## config.mk

```make
export PLATFORM = sky130hd
export DESIGN_NAME = bus_memory
export DESIGN_NICKNAME = d
export VERILOG_FILES = /design/src/rtl/cpu_pkg.sv /design/src/rtl/byte_fifo.sv /design/src/rtl/bus_memory.sv
export SDC_FILE = /design/constraint.sdc
export NUM_CORES = 2
export LEC_CHECK = 0
export ABC_AREA = 1
export CELL_PAD_IN_SITES_DETAIL_PLACEMENT = 0
export CELL_PAD_IN_SITES_GLOBAL_PLACEMENT = 1
export CORE_UTILIZATION = 25
export DETAILED_ROUTE_END_ITERATION = 12
export DONT_BUFFER_PORTS = 1
export GPL_TIMING_DRIVEN = 0
export PLACE_DENSITY_LB_ADDON = 0.1
export SYNTH_ARGS = -nofsm -noshare
export SYNTH_HDL_FRONTEND = slang
export SYNTH_SLANG_ARGS = --single-unit
```

## constraint.sdc

```tcl
create_clock -name clk -period 32.9 [get_ports clk]
set_input_delay 3.29 -clock clk [delete_from_list [all_inputs] [get_ports clk]]
set_output_delay 3.29 -clock clk [all_outputs]
set_load 0.1 [all_outputs]
```

## src/rtl/cpu_pkg.sv

```systemverilog
// Shared definitions for the CPU memory bus: I/O window addresses,
// STATUS register bit positions and the boot sequencer states.
package cpu_pkg;

  localparam logic [7:0] IO_BASE     = 8'hFC;
  localparam logic [7:0] ADDR_IN     = 8'hFD;
  localparam logic [7:0] ADDR_STATUS = 8'hFE;
  localparam logic [7:0] ADDR_OUT    = 8'hFF;

  localparam int ST_IN_FULL   = 0;
  localparam int ST_OUT_FULL  = 1;
  localparam int ST_OUT_EMPTY = 2;
  localparam int ST_OUT_OVF   = 3;

  typedef enum logic {
    LOAD = 1'b0,
    RUN  = 1'b1
  } boot_state_t;

endpackage

```

## src/rtl/byte_fifo.sv

```systemverilog
// Synchronous byte FIFO for the OUT_DATA port. Pointers carry an extra wrap
// bit so full and empty are distinguished without a separate count.
module byte_fifo #(
  parameter int DEPTH = 4
) (
  input  logic       clk,
  input  logic       rst,
  input  logic       push,
  input  logic       pop,
  input  logic       flush,
  input  logic [7:0] din,
  output logic [7:0] dout,
  output logic       full,
  output logic       empty
);

  localparam int AW = $clog2(DEPTH);
  localparam logic [AW:0] PTR_ONE = {{AW{1'b0}}, 1'b1};

  logic [7:0]  r_mem [DEPTH];
  logic [AW:0] r_wr_ptr;
  logic [AW:0] r_rd_ptr;
  logic        w_do_push;
  logic        w_do_pop;

  assign empty = (r_wr_ptr == r_rd_ptr);
  assign full  = (r_wr_ptr[AW] != r_rd_ptr[AW]) &&
                 (r_wr_ptr[AW-1:0] == r_rd_ptr[AW-1:0]);

  assign w_do_pop  = pop && !empty;
  // A simultaneous pop frees a slot, so a push into a full FIFO still lands.
  assign w_do_push = push && (!full || w_do_pop);

  assign dout = empty ? 8'h00 : r_mem[r_rd_ptr[AW-1:0]];

  always_ff @(posedge clk) begin
    if (rst || flush) begin
      r_wr_ptr <= '0;
      r_rd_ptr <= '0;
    end else begin
      if (w_do_push) r_wr_ptr <= r_wr_ptr + PTR_ONE;
      if (w_do_pop)  r_rd_ptr <= r_rd_ptr + PTR_ONE;
    end
  end

  always_ff @(posedge clk) begin
    if (w_do_push) r_mem[r_wr_ptr[AW-1:0]] <= din;
  end

endmodule

```

## src/rtl/bus_memory.sv

```systemverilog
// Memory-side responder for the 8-bit CPU: 252-byte RAM, boot loader that
// holds the CPU in reset while streaming a program, and a small I/O window.
module bus_memory
  import cpu_pkg::*;
#(
  parameter int OUT_DEPTH = 4
) (
  input  logic       clk,
  input  logic       rst,
  input  logic [7:0] mem_address,
  input  logic       mem_wen,
  input  logic [7:0] mem_data_in,
  output logic [7:0] mem_data_out,
  output logic       cpu_rst,
  input  logic       boot,
  input  logic       load_valid,
  input  logic [7:0] load_data,
  input  logic       load_last,
  output logic       load_ready,
  output logic       load_overflow,
  input  logic       in_valid,
  input  logic [7:0] in_data,
  output logic       in_ready,
  output logic       out_valid,
  output logic [7:0] out_data,
  input  logic       out_ready
);

  boot_state_t r_state, w_state_next;
  logic [7:0]  r_ptr, w_ptr_next;
  logic        r_load_overflow, w_load_overflow_next;
  logic        r_in_full;
  logic [7:0]  r_in_data;
  logic        r_out_overflow;
  logic [7:0]  r_ram [256];

  logic        w_boot_run;
  logic        w_cpu_we;
  logic        w_load_store;
  logic        w_ram_we;
  logic [7:0]  w_ram_addr;
  logic [7:0]  w_ram_wdata;
  logic        w_fifo_push;
  logic        w_fifo_full;
  logic        w_fifo_empty;
  logic [7:0]  w_fifo_dout;
  logic [7:0]  w_status;

  always_comb begin
    w_state_next         = r_state;
    w_ptr_next           = r_ptr;
    w_load_overflow_next = r_load_overflow;
    cpu_rst              = 1'b1;
    load_ready           = 1'b0;
    case (r_state)
      LOAD: begin
        load_ready = 1'b1;
        if (load_valid) begin
          if (r_ptr < IO_BASE) w_ptr_next = r_ptr + 8'd1;
          else                 w_load_overflow_next = 1'b1;
          if (load_last) w_state_next = RUN;
        end
      end
      RUN: begin
        cpu_rst = 1'b0;
        if (boot) begin
          w_state_next         = LOAD;
          w_ptr_next           = 8'h00;
          w_load_overflow_next = 1'b0;
        end
      end
      default: w_state_next = LOAD;
    endcase
  end

  always_ff @(posedge clk) begin
    if (rst) begin
      r_state         <= LOAD;
      r_ptr           <= 8'h00;
      r_load_overflow <= 1'b0;
    end else begin
      r_state         <= w_state_next;
      r_ptr           <= w_ptr_next;
      r_load_overflow <= w_load_overflow_next;
    end
  end

  // CPU writes only count in RUN, and a boot pulse suppresses them.
  assign w_boot_run   = (r_state == RUN) && boot;
  assign w_cpu_we     = (r_state == RUN) && mem_wen && !boot;
  assign w_load_store = (r_state == LOAD) && load_valid && (r_ptr < IO_BASE);
  assign w_ram_we     = w_load_store || (w_cpu_we && (mem_address < IO_BASE));
  assign w_ram_addr   = w_load_store ? r_ptr : mem_address;
  assign w_ram_wdata  = w_load_store ? load_data : mem_data_in;

  always_ff @(posedge clk) begin
    if (w_ram_we) r_ram[w_ram_addr] <= w_ram_wdata;
  end

  always_ff @(posedge clk) begin
    if (rst || w_boot_run) begin
      r_in_full <= 1'b0;
      if (rst) r_in_data <= 8'h00;
    end else if (in_valid && !r_in_full) begin
      r_in_full <= 1'b1;
      r_in_data <= in_data;
    end else if (w_cpu_we && (mem_address == ADDR_IN)) begin
      r_in_full <= 1'b0;
    end
  end

  assign w_fifo_push = w_cpu_we && (mem_address == ADDR_OUT);

  byte_fifo #(.DEPTH(OUT_DEPTH)) u_out_fifo (
    .clk   (clk),
    .rst   (rst),
    .push  (w_fifo_push),
    .pop   (out_ready),
    .flush (w_boot_run),
    .din   (mem_data_in),
    .dout  (w_fifo_dout),
    .full  (w_fifo_full),
    .empty (w_fifo_empty)
  );

  always_ff @(posedge clk) begin
    if (rst) begin
      r_out_overflow <= 1'b0;
    end else if (w_fifo_push && w_fifo_full && !out_ready) begin
      r_out_overflow <= 1'b1;
    end else if (w_cpu_we && (mem_address == ADDR_STATUS) && mem_data_in[ST_OUT_OVF]) begin
      r_out_overflow <= 1'b0;
    end
  end

  always_comb begin
    w_status               = 8'h00;
    w_status[ST_IN_FULL]   = r_in_full;
    w_status[ST_OUT_FULL]  = w_fifo_full;
    w_status[ST_OUT_EMPTY] = w_fifo_empty;
    w_status[ST_OUT_OVF]   = r_out_overflow;
  end

  always_comb begin
    mem_data_out = 8'h00;
    if (mem_address < IO_BASE)            mem_data_out = r_ram[mem_address];
    else if (mem_address == ADDR_IN)      mem_data_out = r_in_data;
    else if (mem_address == ADDR_STATUS)  mem_data_out = w_status;
  end

  assign load_overflow = r_load_overflow;
  assign in_ready      = !r_in_full;
  assign out_valid     = !w_fifo_empty;
  assign out_data      = w_fifo_dout;

endmodule

```

# After elaboration in Yosys (flattened, before gate mapping)
# Memories as Yosys holds them, arrays and structs flattened. A register that Yosys moved wholly into a read port is not among the register bits.
# Index checks and enable logic that the tools add are counted.
[classes] add_sub_neg=3 n_lt_le_gt_ge=2 eq_ne=11 mux=32 bitwise_logic=1 n_reduce_logical=30
[op_table] cell="$mux W8" count=11
[op_table] cell="$eq A8 B8 Y1 const B" count=3
[op_table] cell="$logic_and A1 B1 Y1" count=16
[op_table] cell="$lt A8 B8 Y1 const B" count=2
[op_table] cell="$pmux W8 S2" count=1
[op_table] cell="$mux W1" count=15
[op_table] cell="$ne A2 B2 Y1 const B" count=5
[op_table] cell="$add A8 B1 Y8 const B" count=1
[op_table] cell="$add A3 B1 Y3 const B" count=2
[op_table] cell="$reduce_and A3 Y1" count=2
[op_table] cell="$reduce_bool A2 Y1" count=3
[op_table] cell="$logic_not A1 Y1" count=5
[op_table] cell="$mux W2" count=2
[op_table] cell="$mux W4" count=1
[op_table] cell="$pmux W1 S2" count=2
[op_table] cell="$eq A3 B3 Y1" count=1
[op_table] cell="$logic_or A1 B1 Y1" count=3
[op_table] cell="$eq A2 B2 Y1" count=1
[op_table] cell="$reduce_and A2 Y1" count=1
[op_table] cell="$ne A1 B1 Y1" count=1
[op_table] cell="$not A1 Y1" count=1
[totals] register_bits=26 ram_bits=2080 inputBits=40 output_inout_bits=21 elab_cells=89 n_memories=2
[memory_table] name="r_ram" depth=256 width=8 read_ports=1 rd_clocked_by_memory_dff=0 write_ports=1 line_no="bus_memory.sv:35" text="logic [7:0] r_ram [256];"
[memory_table] name="u_out_fifo.r_mem" depth=4 width=8 read_ports=1 rd_clocked_by_memory_dff=1 write_ports=1 line_no="byte_fifo.sv:20" text="logic [7:0] r_mem [DEPTH];"

# Depth between registers and ports, before layout
[depth] ltp_word=7 ltp_mapped=19 mapped_depth_nobuf=17

# Cells and area by module
# From an unflattened synthesis, not the netlist that was laid out.
[hier_totals] cells_unflattened=8021 hier_area_um2=88434.8
[modules_own_cells] module="bus_memory" instances=1 cells_per_inst=7860 area_per_inst_um2=86693.1 seq_area_each_um2=61979.4
[modules_own_cells] module="byte_fifo" instances=1 cells_per_inst=161 area_per_inst_um2=1741.7 seq_area_each_um2=1121.1

# Worst setup path after synthesis
# No wires, ideal clock.
[synth_path] kind="input port to flip-flop" start="in load_valid" end="mem r_ram[0][3] (data pin)" setup_time_ns=2.189 arrival_time_ns=14.043 t_required_ns=30.711 path_slack_ns=16.668 cell_stages=8 n_path_buf=3 path_cell_list="inv_1 -> nor2_1 -> nand2_4 -> buf_6 -> buf_2 -> inv_1 -> clkbuf_1 -> o21ai_0"
[synth_via] elab_chain_cells=3
[synth_lines] item="from (decl)" line_no="bus_memory.sv:16" text="input logic load_valid,"
[synth_lines] item="$logic_and A1 B1 Y1 (2 in a row)" line_no="bus_memory.sv:91" text="assign w_load_store = (r_state == LOAD) && load_valid && (r_ptr < IO_BASE);"
[synth_lines] item="$mux W8" line_no="bus_memory.sv:94" text="assign w_ram_wdata = w_load_store ? load_data : mem_data_in;"
[synth_lines] item="named net w_ram_wdata[3]" line_no="bus_memory.sv:42" text="logic [7:0] w_ram_wdata;"
[synth_lines] item="to (decl)" line_no="bus_memory.sv:35"
# The timed path passes the listed nets, and every way through them passes these cells.

# Worst setup path after layout
[layout_path] start="in mem_address[1]" end="out mem_data_out[7]"
[layout_via] elab_chain_cells=3 word_cells_on_any_way=5 classes_between="1 x order compare; 1 x eq/ne; 2 x mux; 1 x memory"
[layout_lines] item="from (decl)" line_no="bus_memory.sv:10" text="input logic [7:0] mem_address,"
[layout_lines] item="parallel branches: the longest is 2 deep, another holds $mem_v2 Z256 W8"
[layout_lines] item="$mux W8 (*)" line_no="bus_memory.sv:146" text="if (mem_address < IO_BASE) mem_data_out = r_ram[mem_address];"
[layout_lines] item="to (decl)" line_no="bus_memory.sv:13" text="output logic [7:0] mem_data_out,"
# Every way passes the cells marked *.

==> results_tabular.tex <==
\begin{tabular}{lr}
\hline
Metric & Value \\
\hline
\multicolumn{2}{l}{\textbf{Synth}} \\
Avg Cell Area, Syn & 11.1 µm² \\
Simple logic cell fraction of the synthesized area & 21.1\% \\
Dominant combinational cell family by area after synthesis & simple AND/OR/NAND/NOR gates \\
Mux contribution to synthesized area & 0\% \\
Distinct cells, synth & 40 \\
Adder-cell share of the synthesized area & 0.0850\% \\
Yosys top cell by area & sky130\_fd\_sc\_hd\_\_edfxtp\_1 \\
Proportion of register bits with asynchronous set or reset after synthesis & 0\% \\
Largest cells by area after synthesis & sky130\_fd\_sc\_hd\_\_edfxtp\_1, sky130\_fd\_sc\_hd\_\_nand2\_1, sky130\_fd\_sc\_hd\_\_nand3\_1, sky130\_fd\_sc\_hd\_\_inv\_1, sky130\_fd\_sc\_hd\_\_nor2\_1 \\
Primary flip-flop cell chosen by synthesis mapping & sky130\_fd\_sc\_hd\_\_edfxtp\_1 \\
Synthesized-area fraction occupied by ao, oa, aoi and oai cells & 0.971\% \\
Post-synthesis sequential area ratio & 71.5\% \\
Cells after Synth & 7956 \\
Number of storage elements in the synthesis netlist & 2108 \\
Post-synthesis instance area & 0.0883 mm² \\
Synth Area in XOR/XNOR & 0.0298\% \\
Synth Warn \# & 0 \\
Share of the synthesized area in the top cell type & 71.0\% \\
Count of flip-flops with a built-in enable after synthesis & 2088 \\
\multicolumn{2}{l}{\textbf{Setup path}} \\
Worst EP arrival & 8840 ps \\
CP endpoint kind & primary output \\
Top cell family by delay on the critical path & simple AND/OR/NAND/NOR gates \\
Sequence of cells on the critical path & buf\_2 > nand2\_1 > buf\_2 > inv\_2 > buf\_2 > buf\_2 > nand2\_1 > nand4\_1 > nand3\_1 > nand3\_1 > nand3\_1 > nand3\_1 > nand3\_1 > nand2\_1 > nand2\_1 > nand2\_1 \\
Crit-path max FO & 12 \\
WP data required & 29610 ps \\
Critical setup path kind & in2out \\
Critical-path cell with the highest stage delay & sky130\_fd\_sc\_hd\_\_buf\_2 \\
WP buf/inv & 5 \\
Delay of the slowest cell on the worst path & 890 ps \\
Type of element launching the critical path & input port \\
\multicolumn{2}{l}{\textbf{Detailed routing}} \\
Met3 Wirelength & 38800 µm \\
DR vias/cell & 4.92 \\
Length of the first detailed-routing pass in iterations & 8 \\
DR top layer & met5 \\
DRC violation count after routing & 0 \\
Remaining number of nets flagged by the antenna check after routing & 0 \\
Drt wl/cell & 36.2 µm \\
Total length of routed wires & 480000 µm \\
Number of vias in the routed layout & 65400 \\
DR WL met2 & 212000 µm \\
DRT met1 WL & 212000 µm \\
Initial detailed-routing violation count & 9695 \\
\multicolumn{2}{l}{\textbf{Global route}} \\
Number of antenna violations at the first check in global routing & 68 \\
Wire length of the first global-routing pass & 613000 µm \\
Global route overflow & 0 \\
Via count of the first global-routing pass & 59200 \\
Global-route usage over all layers & 26.4\% \\
Pin count of the biggest net entering global routing & 94 \\
\multicolumn{2}{l}{\textbf{Clock network}} \\
Depth of the CTS H-tree & 4 \\
Clock buffer depth & 4 \\
\# resized after CTS & 0 \\
Hold-fix buffers, CTS & 0 \\
CTS buffer count & 243 \\
CTS root buf & sky130\_fd\_sc\_hd\_\_clkbuf\_16 \\
TritonCTS clock tree & done \\
Number of clock sinks & 2108 \\
Post-CTS setup-driven buffer insertion count & 0 \\
Insertion delay of the later-clocked pin in the worst-skew pair & 970 ps \\
Clock transition at the registers of the reported paths & 60 ps \\
\multicolumn{2}{l}{\textbf{STA}} \\
Relative slew slack & -7.06\% \\
Share of the clock period used by the worst path & 36.9\% \\
Skew final & 73.3 ps \\
Max Clock Freq & 82.5 MHz \\
Total count of max-transition violations in the final report & 128 \\
\# setup viols final & 0 \\
Tightest Pin Transition & 1610 ps \\
Setup TNS Final & 0 ps \\
Minimum period implied by the final worst setup slack & 12130 ps \\
Smallest setup slack after layout & 20770 ps \\
RSZ-0062 raised after global routing & false \\
Number of hold violations in the final report & 0 \\
\multicolumn{2}{l}{\textbf{Finish}} \\
Final Core Density & 29.9\% \\
Commonest non-fill, non-tap cells in the layout & sky130\_fd\_sc\_hd\_\_nand2\_1, sky130\_fd\_sc\_hd\_\_edfxtp\_1, sky130\_fd\_sc\_hd\_\_nand3\_1 \\
Share of final-layout standard cells stronger than drive strength 1 & 11.4\% \\
Area of all placed cells without fillers & 0.105 mm² \\
Most common cell after layout, fill and taps aside & sky130\_fd\_sc\_hd\_\_nand2\_1 \\
Layout overhead on the synthesized area & 18.6\% \\
Cell Count, Final, Fillers Out & 13300 \\
Layout Nets & 8404 \\
\multicolumn{2}{l}{\textbf{Placed design}} \\
Weighted congestion reported at the end of routability-driven placement & 0.959 \\
Post-placement worst setup slack & 20990 ps \\
Total placed cells including tap cells & 12800 \\
Post-place instance area & 0.0972 mm² \\
Number of buffer cells added on primary ports & 0 \\
Final HPWL from detailed placement & 342000 µm \\
\multicolumn{2}{l}{\textbf{Floorplan}} \\
Area inside the core boundary & 0.351 mm² \\
X dimension of the die & 596 µm \\
Initial Utilization & 25.2\% \\
Chip Height & 596 µm \\
Number of top-level pins & 61 \\
Core Rows & 217 \\
Area of the die & 0.356 mm² \\
\multicolumn{2}{l}{\textbf{Power}} \\
Power density over the cells & 59.7 mW/mm² \\
Max IR drop VDD & 0.0475 mV \\
Static Leak & 38.7 nW \\
\multicolumn{2}{l}{\textbf{Job}} \\
Max-cap violation count & 17 \\
\multicolumn{2}{l}{\textbf{Status}} \\
Run status & complete, but fails checks \\
Violated checks & capacitance limit, slew limit \\
\multicolumn{2}{l}{\textbf{Min path}} \\
Tightest Hold Check Type & reg2reg \\
\hline
\end{tabular}
==> tightest hold or removal path: cells and delay by family, from the launching register on <==
kind	cells	cell delay, ps
flip-flops	1	310
AO/OA/AOI/OAI	2	110
==> report_power, final <==
| group | leakage (nW) | total (mW) | switching [mW] | internal (mW) |
|---|---|---|---|---|
| combinational | 16.0 | 0.589 | 0.488 | 0.102 |
| sequential | 19.0 | 3.00 | 0.00341 | 3.00 |
| clock | 3.63 | 2.66 | 1.19 | 1.47 |
==> per-stage QoR <==
| step | hold slack [ps] | power [mW] |
|---|---|---|
| floorplan | 438 | 3.32 |
| global placement | 447 | 3.68 |
| detailed placement | 455 | 3.63 |
| CTS | 463 | 6.27 |
| global route | 502 | 6.38 |
| finish | 465 | 6.25 |
==> synthesized netlist by cell type, drive strengths merged, types with 6 or more instances <==
| cell | n |
|---|---|
| buf | 299 |
| a21oi | 41 |
| clkbuf | 143 |
| inv | 968 |
| nand3 | 1010 |
| ha | 6 |
| nor2 | 696 |
| o21ai | 93 |
| edfxtp | 2088 |
| nand2 | 2117 |
| or2 | 83 |
| o32ai | 8 |
| nand3b | 33 |
| dfxtp | 20 |
| nand4 | 334 |
==> per-layer routing <==
| layer | up-vias | track usage, % |
|---|---|---|
| met5 | - | 0 |
| met4 | 8 | 8.54 |
| li1 | 27600 | - |
| met2 | 3252 | 40.7 |
| met1 | 33900 | 37.3 |
| met3 | 585 | 4.64 |
==> state kept, by name, summed over array words and instances, names as in the netlist, 3 cells and up, named ones only <==
register and flops:
u_out_fifo.r_mem 32, r_in_data 8, u_out_fifo.r_rd_ptr 3, r_ptr 8
u_out_fifo.r_wr_ptr 3, r_ram 2048
==> final cells by class <==
type / count / area, µm²
tap: 4708 / 5890
multi-input combinational: 4468 / 20100
timing repair buffer: 126 / 2500
sequential: 2108 / 63100
inverter: 969 / 3640
buffer: 442 / 2030
antenna: 18 / 45.0
fill: 36000 / 246000
clock inverter: 146 / 1160
clock buffer: 296 / 6300
==> path summary, 6_finish.rpt <==
| check | start | to | slack, ps | cells after the start |
|---|---|---|---|---|
| setup / recovery | mem_address[1] | mem_data_out[7] | 20770 | 16 |
| hold / removal | r_out_overflow$_SDFFE_PP0P_ | r_out_overflow$_SDFFE_PP0P_ | 470 | 2 |
| hold reg to reg | r_out_overflow$_SDFFE_PP0P_ | r_out_overflow$_SDFFE_PP0P_ | 470 | 2 |
| setup reg to reg | r_state$_SDFF_PP0_ | r_ram[56][5]$_DFFE_PP_ | 28040 | 8 |
==> cell families (layout without fill, tap and decap cells) <==
family	Yosys count	in the layout
other cells	1	50
compound gates	151	151
fa+ha+maj	6	6
buf+inv	1411	1979
xor+xnor	3	3
flops	2108	2108
simple gates	4276	4276
Power figures use the tool's default switching activity.
